### src/rtl/simon_btn_input.sv
// rtl/simon_btn_input.sv - Simon direction-button synchronizer, debouncer and press-event arbiter
// Four raw buttons become debounced levels, one-cycle pulses and a single validated press event.
module simon_btn_input #(
  parameter int DB_CYCLES = 2000000,
  parameter int CNT_W     = 21
) (
  input  logic       Clk,
  input  logic       Reset,
  input  logic       Enable,
  input  logic       Clr_Count,
  input  logic       Btn_U,
  input  logic       Btn_R,
  input  logic       Btn_D,
  input  logic       Btn_L,
  output logic [3:0] Btn_SCEN,
  output logic [3:0] Btn_Level,
  output logic       Btn_Valid,
  output logic [1:0] Btn_Code,
  output logic       Multi_Err,
  output logic [7:0] Press_Count
);

  typedef enum logic [2:0] {
    IDLE,
    PRESS_WAIT,
    PULSE,
    HELD,
    REL_WAIT
  } state_t;

  localparam logic [CNT_W-1:0] CNT_LAST = CNT_W'(DB_CYCLES - 1);

  logic [3:0]       raw;
  logic [3:0]       sync1_q;
  logic [3:0]       sync2_q;
  state_t           state_q [4];
  state_t           state_d [4];
  logic [CNT_W-1:0] cnt_q   [4];
  logic [CNT_W-1:0] cnt_d   [4];
  logic [3:0]       pulse;
  logic [3:0]       level;

  logic [2:0]       n_pulse;
  logic             hold_any;
  logic [1:0]       pulse_idx;
  logic             accept;
  logic             reject;

  logic             valid_q;
  logic             err_q;
  logic [1:0]       code_q;
  logic [7:0]       count_q;
  logic [7:0]       count_d;

  assign raw = {Btn_L, Btn_D, Btn_R, Btn_U};

  always_ff @(posedge Clk) begin
    if (Reset) begin
      sync1_q <= '0;
      sync2_q <= '0;
    end else begin
      sync1_q <= raw;
      sync2_q <= sync1_q;
    end
  end

  always_ff @(posedge Clk) begin
    for (int i = 0; i < 4; i++) begin
      if (Reset) begin
        state_q[i] <= IDLE;
        cnt_q[i]   <= '0;
      end else begin
        state_q[i] <= state_d[i];
        cnt_q[i]   <= cnt_d[i];
      end
    end
  end

  // Counter compare happens before increment, so cnt never passes DB_CYCLES-1.
  always_comb begin
    for (int i = 0; i < 4; i++) begin
      state_d[i] = state_q[i];
      cnt_d[i]   = cnt_q[i];
      pulse[i]   = 1'b0;
      level[i]   = 1'b0;
      case (state_q[i])
        IDLE: begin
          if (sync2_q[i]) begin
            state_d[i] = PRESS_WAIT;
            cnt_d[i]   = '0;
          end
        end
        PRESS_WAIT: begin
          if (!sync2_q[i]) begin
            state_d[i] = IDLE;
          end else if (cnt_q[i] == CNT_LAST) begin
            state_d[i] = PULSE;
          end else begin
            cnt_d[i] = cnt_q[i] + 1'b1;
          end
        end
        PULSE: begin
          pulse[i]   = 1'b1;
          level[i]   = 1'b1;
          state_d[i] = HELD;
        end
        HELD: begin
          level[i] = 1'b1;
          if (!sync2_q[i]) begin
            state_d[i] = REL_WAIT;
            cnt_d[i]   = '0;
          end
        end
        REL_WAIT: begin
          level[i] = 1'b1;
          if (sync2_q[i]) begin
            state_d[i] = HELD;
          end else if (cnt_q[i] == CNT_LAST) begin
            state_d[i] = IDLE;
          end else begin
            cnt_d[i] = cnt_q[i] + 1'b1;
          end
        end
        default: begin
          state_d[i] = IDLE;
          cnt_d[i]   = '0;
        end
      endcase
    end
  end

  // A press is only accepted when it is the sole pulse and no other button is down.
  always_comb begin
    n_pulse   = '0;
    hold_any  = 1'b0;
    pulse_idx = '0;
    for (int i = 0; i < 4; i++) begin
      if (pulse[i]) begin
        n_pulse   = n_pulse + 3'd1;
        pulse_idx = 2'(i);
      end else if (level[i]) begin
        hold_any = 1'b1;
      end
    end
  end

  assign accept = Enable && (n_pulse == 3'd1) && !hold_any;
  assign reject = Enable && ((n_pulse >= 3'd2) || ((n_pulse == 3'd1) && hold_any));

  always_comb begin
    count_d = count_q;
    if (Clr_Count) begin
      count_d = '0;
    end else if (accept && (count_q != 8'hFF)) begin
      count_d = count_q + 8'd1;
    end
  end

  always_ff @(posedge Clk) begin
    if (Reset) begin
      valid_q <= 1'b0;
      err_q   <= 1'b0;
      code_q  <= '0;
      count_q <= '0;
    end else begin
      valid_q <= accept;
      err_q   <= reject;
      count_q <= count_d;
      if (accept) begin
        code_q <= pulse_idx;
      end
    end
  end

  assign Btn_SCEN    = pulse & {4{Enable}};
  assign Btn_Level   = level;
  assign Btn_Valid   = valid_q;
  assign Btn_Code    = code_q;
  assign Multi_Err   = err_q;
  assign Press_Count = count_q;

endmodule

### config.mk
export PLATFORM = sky130hd
export DESIGN_NAME = simon_btn_input
export DESIGN_NICKNAME = d
export VERILOG_FILES = /design/src/rtl/simon_btn_input.sv
export SDC_FILE = /design/constraint.sdc
export NUM_CORES = 1
export LEC_CHECK = 0
export BUFFER_PORTS_ARGS = -buffer_cell sky130_fd_sc_hd__buf_2
export CAP_MARGIN = 20
export CORE_AREA = 3 3 87 130
export DETAILED_ROUTE_END_ITERATION = 8
export DIE_AREA = 0 0 90 133
export GPL_TIMING_DRIVEN = 0
export HOLD_SLACK_MARGIN = 0.03
export PLACE_DENSITY = 0.77
export SETUP_SLACK_MARGIN = 0.05
export SLEW_MARGIN = 20
export SYNTH_ARGS = -nofsm -noshare
export SYNTH_HDL_FRONTEND = slang
export SYNTH_SLANG_ARGS = --single-unit
export TNS_END_PERCENT = 20
### constraint.sdc
create_clock -name Clk -period 9.2 [get_ports Clk]
set_clock_uncertainty 0.1 [all_clocks]
set_input_delay 0.46 -clock Clk [delete_from_list [all_inputs] [get_ports Clk]]
set_output_delay 0.46 -clock Clk [all_outputs]
set_load 0.01 [all_outputs]
Word level (Yosys, flattened, before mapping)
Memories as Yosys holds them, arrays and structs flattened.
Index checks and enable logic that the tools add are counted.
{"block": "totals", "register_bits": 20, "ramBits": 96, "input_bits": 8, "out_inout_bits": 20, "elab_cells": 150, "mem_count": 2}
{"block": "op_classes", "addsub": 8, "order_cmp": 1, "n_eq_ne": 22, "muxes": 86, "bitwise": 9, "n_reduce_logical": 16}
{"name": "cnt_q", "words": 4, "word_bits": 21, "read_ports": 4, "rd_clocked_by_memory_dff": 0, "write_ports": 4, "line_no": "38", "source": "logic [CNT_W-1:0] cnt_q [4];"}
{"name": "state_q", "words": 4, "word_bits": 3, "read_ports": 4, "rd_clocked_by_memory_dff": 0, "write_ports": 4, "line_no": "36", "source": "state_t state_q [4];"}
{"cell": "2-to-1 mux 21 bit", "n": 24}
{"cell": "one-hot mux 21 bit (5 select lines)", "n": 4}
{"cell": "2-to-1 mux 3 bit", "n": 31}
{"cell": "adder 21 x 1 -> 21 bit (second input constant)", "n": 4}
{"cell": "equality test 21 bit (second input constant)", "n": 4}
{"cell": "one-hot mux 3 bit (5 select lines)", "n": 4}
{"cell": "equality test 3 x 2 -> 1 bit (second input constant)", "n": 8}
{"cell": "2-to-1 mux 1 bit", "n": 21}
{"cell": "equality test 3 x 1 -> 1 bit (second input constant)", "n": 5}
{"cell": "equality test 3 bit (second input constant)", "n": 4}
{"cell": "zero test 3 bit", "n": 4}
{"cell": "OR reduction 3 bit", "n": 4}
{"cell": "adder 3 x 1 -> 3 bit (second input constant)", "n": 3}
{"cell": "adder 8 x 1 -> 8 bit (second input constant)", "n": 1}
{"cell": "!= test 8 bit (second input constant)", "n": 1}
{"cell": "OR 1 bit", "n": 8}
{"cell": "logical AND 1 bit", "n": 5}
{"cell": "AND 4 bit", "n": 1}
{"cell": "2-to-1 mux 2 bit", "n": 2}
{"cell": "greater-or-equal comparator 3 x 2 -> 1 bit (second input constant)", "n": 1}
{"cell": "OR reduction 2 bit", "n": 1}
{"cell": "zero test 1 bit", "n": 1}
{"cell": "logical OR 1 bit", "n": 1}

Depth between registers and ports, before layout
An unclocked memory read counts as a cell.
{"block": "logic_depth", "ltp_word": 15, "depth_mapped": 14, "depth_no_buf": 12}

Worst setup path before layout
No wires, ideal clock.
{"block": "synth_path", "kind": "reg2reg", "from": "memory state_q[1][1] (netlist bit)", "to": "register count_q[4], in the netlist Press_Count[4]", "setup_time_ns": 0.070, "t_arrival_ns": 2.956, "t_required_ns": 9.030, "slack_ns": 6.074, "stages_incl_launch_ff": 14, "n_path_buf": 1, "period_less_slack_ns": 3.126, "cell_sequence": "dfxtp_1 -> clkbuf_1 -> nand2b_1 -> nand2b_1 -> inv_1 -> ha_1 -> inv_1 -> mux2i_1 -> ha_1 -> or2_1 -> nor4b_2 -> o211ai_2 -> or4_1 -> a21oi_1"}
{"item": "start: declaration", "line_no": "36"}
{"item": "end signal: assignment", "line_no": "168", "source": "count_q <= count_d;"}
{"item": "end: declaration", "line_no": "52", "source": "logic [7:0] count_q;"}

==> results.txt <==
----------------------------------------------------
[Worst setup path]
  Worst path slowest cell ... sky130_fd_sc_hd__dfxtp_1
  Required @ worst endpoint ... 9380 ps
  Terminus of the critical flop-to-flop path ... Press_Count[2]$_SDFFE_PP0P_
  Type of element capturing the critical path ... flip-flop
  Critical path startpoint category ... flip-flop
  Number of cells on the worst reg-to-reg path ... 14
  Slack of the worst reg-to-reg path ... about 5500 ps
  Cell breakdown of the critical path ... clkbuf_1 -> nand2b_1 -> nand2b_1 -> inv_1 -> ha_1 -> inv_1 -> mux2i_1 -> ha_1 -> or2_1 -> nor4b_2 -> o211ai_2 -> buf_2 -> o311ai_1 -> o41ai_1
  Highest cell delay on the worst timing path ... 350 ps
  Crit Reg-Reg Startpoint ... state_q[1][1]$_SDFFE_PP0P_
  Worst-path maximum fanout ... 10
  Setup CP Type ... flip-flop to flip-flop
  Arrival @ worst endpoint ... just under 4000 ps

[Floorplanning]
  Die area ... about 0.012 mm^2
  Num rows ... 45
  Die width ... 90 um
  Top-level I/O count ... 28
  Die span in y ... between 100 and 150 um
  Initial Util ... around three fifths
  Core area ... 0.0102 mm^2

[CTS]
  Cts hold-fix bufs ... 0
  # clock sinks ... around 120
  Maximum clock path buffer count ... 2
  Number of buffers inserted during clock tree synthesis ... 17
  Clock H-tree levels ... 4
  # resized after CTS ... 0
  Clock insertion delay at the later pin of the skew report ... 410 ps
  CTS tree ... yes
  Clock root buffer master ... sky130_fd_sc_hd__clkbuf_16
  Clock-pin transition on the worst setup and hold timing paths ... approximately 50 ps
  Post-CTS Repair Setup Buffers ... 0

[Synth]
  Primary FF master, synth ... sky130_fd_sc_hd__dfxtp_1
  Syn Inst Count ... 750
  Share of the synthesized area in compound gates (AO/OA/AOI/OAI) ... between 10 and 15%
  Area of the mapped netlist ... ~0.0061 mm^2
  Adder-cell area share of the yosys netlist ... under 10%
  Main combinational cell family by area after synthesis ... simple AND/OR/NAND/NOR gates
  Average cell area after synthesis ... roughly 8 um^2
  Warning count from the yosys run ... 0
  Synthesized flop and latch total ... about 120
  Simple-gate share of the synthesized area ... a little over a third
  Synthesized netlist net count ... around 770
  Post-synth EDFFs ... 0
  Multiplexer area fraction after synthesis ... less than 1%
  Cell variety after synth ... 67
  Share of flip-flops with an asynchronous set or reset ... 0%
  Share of the synthesized netlist area taken by xor and xnor gates ... just under 9%
  Sequential area share after synthesis ... 37.8%

[Finish]
  Most frequent standard cell in the layout excluding fill and tap cells ... sky130_fd_sc_hd__dfxtp_1
  Top library cells by usage in the layout, fill and taps aside ... sky130_fd_sc_hd__dfxtp_1 (116), sky130_fd_sc_hd__nor2_1 (88), sky130_fd_sc_hd__nand2_1 (65)
  Final #Nets ... a little over 800
  Area added between synthesis and finish ... 14.8%
  Fraction of layout instances using a drive strength above 1 ... between 10 and 15%
  N_diodes ... 0
  FF/Latch Area ... roughly 0.0023 mm^2
  Area of combinational cells with multiple inputs ... roughly 0.0036 mm^2
  Filler cell count ... between 800 and 900

[Timing]
  Relative slew margins ... around two fifths
  Worst slew pin tran ... 919 ps
  Final setup viols ... 0
  Time the worst path needs with I/O delays and setup ... about 3700 ps
  Setup repair after global routing missed its margin ... false
  Maximum clock frequency ... approximately 0.27 GHz
  Number of hold violations in the final report ... 0
  Share of the cycle needed by the critical path after routing ... roughly two fifths
  Setup TNS after final layout ... 0 ps
  Count of final max-slew check failures ... 0

[GRT]
  Most utilized layer in the global route result ... met2
  Largest net degree at the start of global routing ... 17
  Aggregate global-route resource usage ... 24.2%
  Initial antenna violation count ... 0
  Met3 Track Usage GR ... under 10%
  Global-route wire length before repair ... roughly 24000 um
  Total gr overflow ... 0
  Met2 Resource Use GR ... 44.8%
  M1 GR Usage ... around a quarter
  Number of global-route vias before repair ... approximately 5400

[Flow run]
  Max-cap violations ... 0

[Detailed routing]
  Overall routed net length ... 14400 um
  Via Count ... 5654
  Vias/cell ... slightly below 6
  Post-DR wirelength/cell ... between 15 and 20 um
  Count of nets left with antenna violations after detail routing ... 0
  DR DRC count ... 0
  Number of iterations in the first detailed-routing pass ... 6
  Number of DRC markers after the initial detailed-route iteration ... 377

[Placement]
  Sum of net half-perimeters after detailed placement ... approximately 10000 um
  Final weighted congestion in routability-driven placement ... slightly below 0.9
  Count of input and output buffers ... 27

[Pwr]
  Switching Share ... between 20% and 30%
  Worst ir drop on vdd ... around 0.13 mV
  Switching power total ... 0.000251 W
  Part of the power in registers ... between 40% and 50%
  Total chip power ... 0.00121 W
  Clock power share ... 55.2%
  Internal power contribution ... about 0.00096 W
  Leakage ... 2.51 nW
  Logic gate share of total power ... around 2.8%
  P per Cell Area ... roughly 170 mW/mm^2

[Worst hold path]
  End point of the most critical hold path ... sync1_q[2]$_SDFF_PP0_
  Worst Hold Path Cells ... 2
  Type of the worst min-delay path ... primary input to flip-flop
  Hold path start ... Btn_D

[Status]
  Run status ... finished clean

----------------------------------------------------
## cell families (layout without fill, tap and decap cells)
logic type,count (synthesis),in the layout
AOI/OAI and AO/OA,122,122
xor gates and xnor gates,60,60
adders and majority gates,8,8
buffers and inverters,54,112
DFF,116,116
muxes,4,4
and+or+nand+nor,386,386
## cell type report
class | count | area share [%]
repair buffers | 27 | 1.91
plain buffers | 41 | 2.50
clock buffers | 21 | 6.67
clock inverters | 10 | 1.84
flip-flops and latches | 116 | 32.9
inverters | 13 | 0.691
multi-input cells | 580 | 51.0
well taps | 141 | 2.50
## worst max path at each step
stage / startpoint / end / slack [ps] / cells past startpoint
2_1_floorplan: state_q[1][1]$_SDFFE_PP0P_ / Press_Count[4]$_SDFFE_PP0P_ / 6070 / 13
5_1_grt: state_q[1][1]$_SDFFE_PP0P_ / Press_Count[2]$_SDFFE_PP0P_ / 5260 / 14
3_3_place_gp: state_q[1][1]$_SDFFE_PP0P_ / Press_Count[2]$_SDFFE_PP0P_ / 5750 / 14
3_5_place_dp: state_q[1][1]$_SDFFE_PP0P_ / Press_Count[2]$_SDFFE_PP0P_ / 5600 / 14
6_report: state_q[1][1]$_SDFFE_PP0P_ / Press_Count[2]$_SDFFE_PP0P_ / 5510 / 14
4_1_cts: state_q[1][1]$_SDFFE_PP0P_ / Press_Count[2]$_SDFFE_PP0P_ / 5580 / 14
## power by group through the flow
| stage | Combinational (W) | Sequential, W | Clock [W] |
|---|---|---|---|
| 2_1_floorplan | 0.0000237 | 0.000518 | 0 |
| 3_3_place_gp | 0.0000327 | 0.000518 | 0 |
| 3_5_place_dp | 0.0000336 | 0.000519 | 0 |
| 4_1_cts | 0.0000339 | 0.000508 | 0.000679 |
| 5_1_grt | 0.0000377 | 0.000508 | 0.000700 |
| 6_report | 0.0000339 | 0.000508 | 0.000668 |
## synthesized netlist by cell type (3+ instances only)
| master | number | area, um^2 |
|---|---|---|
| sky130_fd_sc_hd__dfxtp_1 | 116 | 2320 |
| sky130_fd_sc_hd__nor2_1 | 88 | 330 |
| sky130_fd_sc_hd__nand2_1 | 65 | 244 |
| sky130_fd_sc_hd__a21oi_1 | 46 | 230 |
| sky130_fd_sc_hd__xor2_1 | 41 | 359 |
| sky130_fd_sc_hd__nand4_1 | 36 | 225 |
| sky130_fd_sc_hd__nand3_1 | 34 | 170 |
| sky130_fd_sc_hd__clkbuf_1 | 24 | 90.1 |
| sky130_fd_sc_hd__and3_1 | 20 | 125 |
| sky130_fd_sc_hd__or3_1 | 18 | 113 |
| sky130_fd_sc_hd__or4_1 | 18 | 135 |
| sky130_fd_sc_hd__xnor2_1 | 18 | 158 |
| sky130_fd_sc_hd__nor2b_1 | 16 | 100 |
| sky130_fd_sc_hd__o21ai_0 | 16 | 80.1 |
| sky130_fd_sc_hd__inv_1 | 13 | 48.8 |
| sky130_fd_sc_hd__nand2b_1 | 13 | 81.3 |
| sky130_fd_sc_hd__a211oi_1 | 12 | 90.1 |
| sky130_fd_sc_hd__buf_2 | 12 | 60.1 |
| sky130_fd_sc_hd__nor3_1 | 12 | 60.1 |
| sky130_fd_sc_hd__and2_1 | 10 | 62.6 |
| sky130_fd_sc_hd__nand3b_1 | 10 | 75.1 |
| sky130_fd_sc_hd__o31ai_1 | 10 | 75.1 |
| sky130_fd_sc_hd__ha_1 | 8 | 100 |
| sky130_fd_sc_hd__nor3b_1 | 8 | 60.1 |
| sky130_fd_sc_hd__o211ai_1 | 7 | 52.6 |
| sky130_fd_sc_hd__nor4_1 | 6 | 37.5 |
| sky130_fd_sc_hd__and4_1 | 5 | 43.8 |
| sky130_fd_sc_hd__mux2i_1 | 4 | 40.0 |
| sky130_fd_sc_hd__nand4b_1 | 4 | 35.0 |
| sky130_fd_sc_hd__nor4b_1 | 4 | 35.0 |
| sky130_fd_sc_hd__o21ai_1 | 4 | 20.0 |
| sky130_fd_sc_hd__a311oi_1 | 3 | 26.3 |
| sky130_fd_sc_hd__buf_1 | 3 | 11.3 |
| sky130_fd_sc_hd__o21bai_1 | 3 | 22.5 |
| sky130_fd_sc_hd__o41ai_1 | 3 | 26.3 |
## registers in the layout (all words and copies together) (netlist names)
register     cells
cnt_q           84
state_q         12
Press_Count      8
sync1_q          4
sync2_q          4
Btn_Code         2
Btn_Valid        1
Multi_Err        1
## through the flow
| stage | worst slack [ps] | hold slack, ps | area [um^2] | util (%) | std cells |
|---|---|---|---|---|---|
| after floorplan | 6070 | 314 | 6150 | - | 750 |
| after global placement | 5750 | 323 | 6460 | 63.0 | 918 |
| after detailed placement | 5600 | 330 | 6460 | 63.0 | 918 |
| after CTS | 5580 | 151 | 7060 | 68.9 | 949 |
| after global routing | 5260 | 154 | 7060 | 68.9 | 949 |
| final | 5510 | 160 | 7060 | 68.9 | 949 |
## per-layer routing
| layer | part of all wire, % | wire length [um] |
|---|---|---|
| met1 | 40 | 5830 |
| met2 | 53 | 7690 |
| met3 | 3.8 | 542 |
| met4 | 2.4 | 348 |
| met5 | 0 | 0 |
## critical path, delay by kind of cell (launching register included)
family                     cells  cell delay, ps
and+or+nand+nor                4             980
buffers and inverters          4             750
AOI/OAI and AO/OA              3             560
adders and majority gates      2             500
DFF                            1             350
muxes                          1             320
Note: power is estimated with default switching activity, not from simulation.
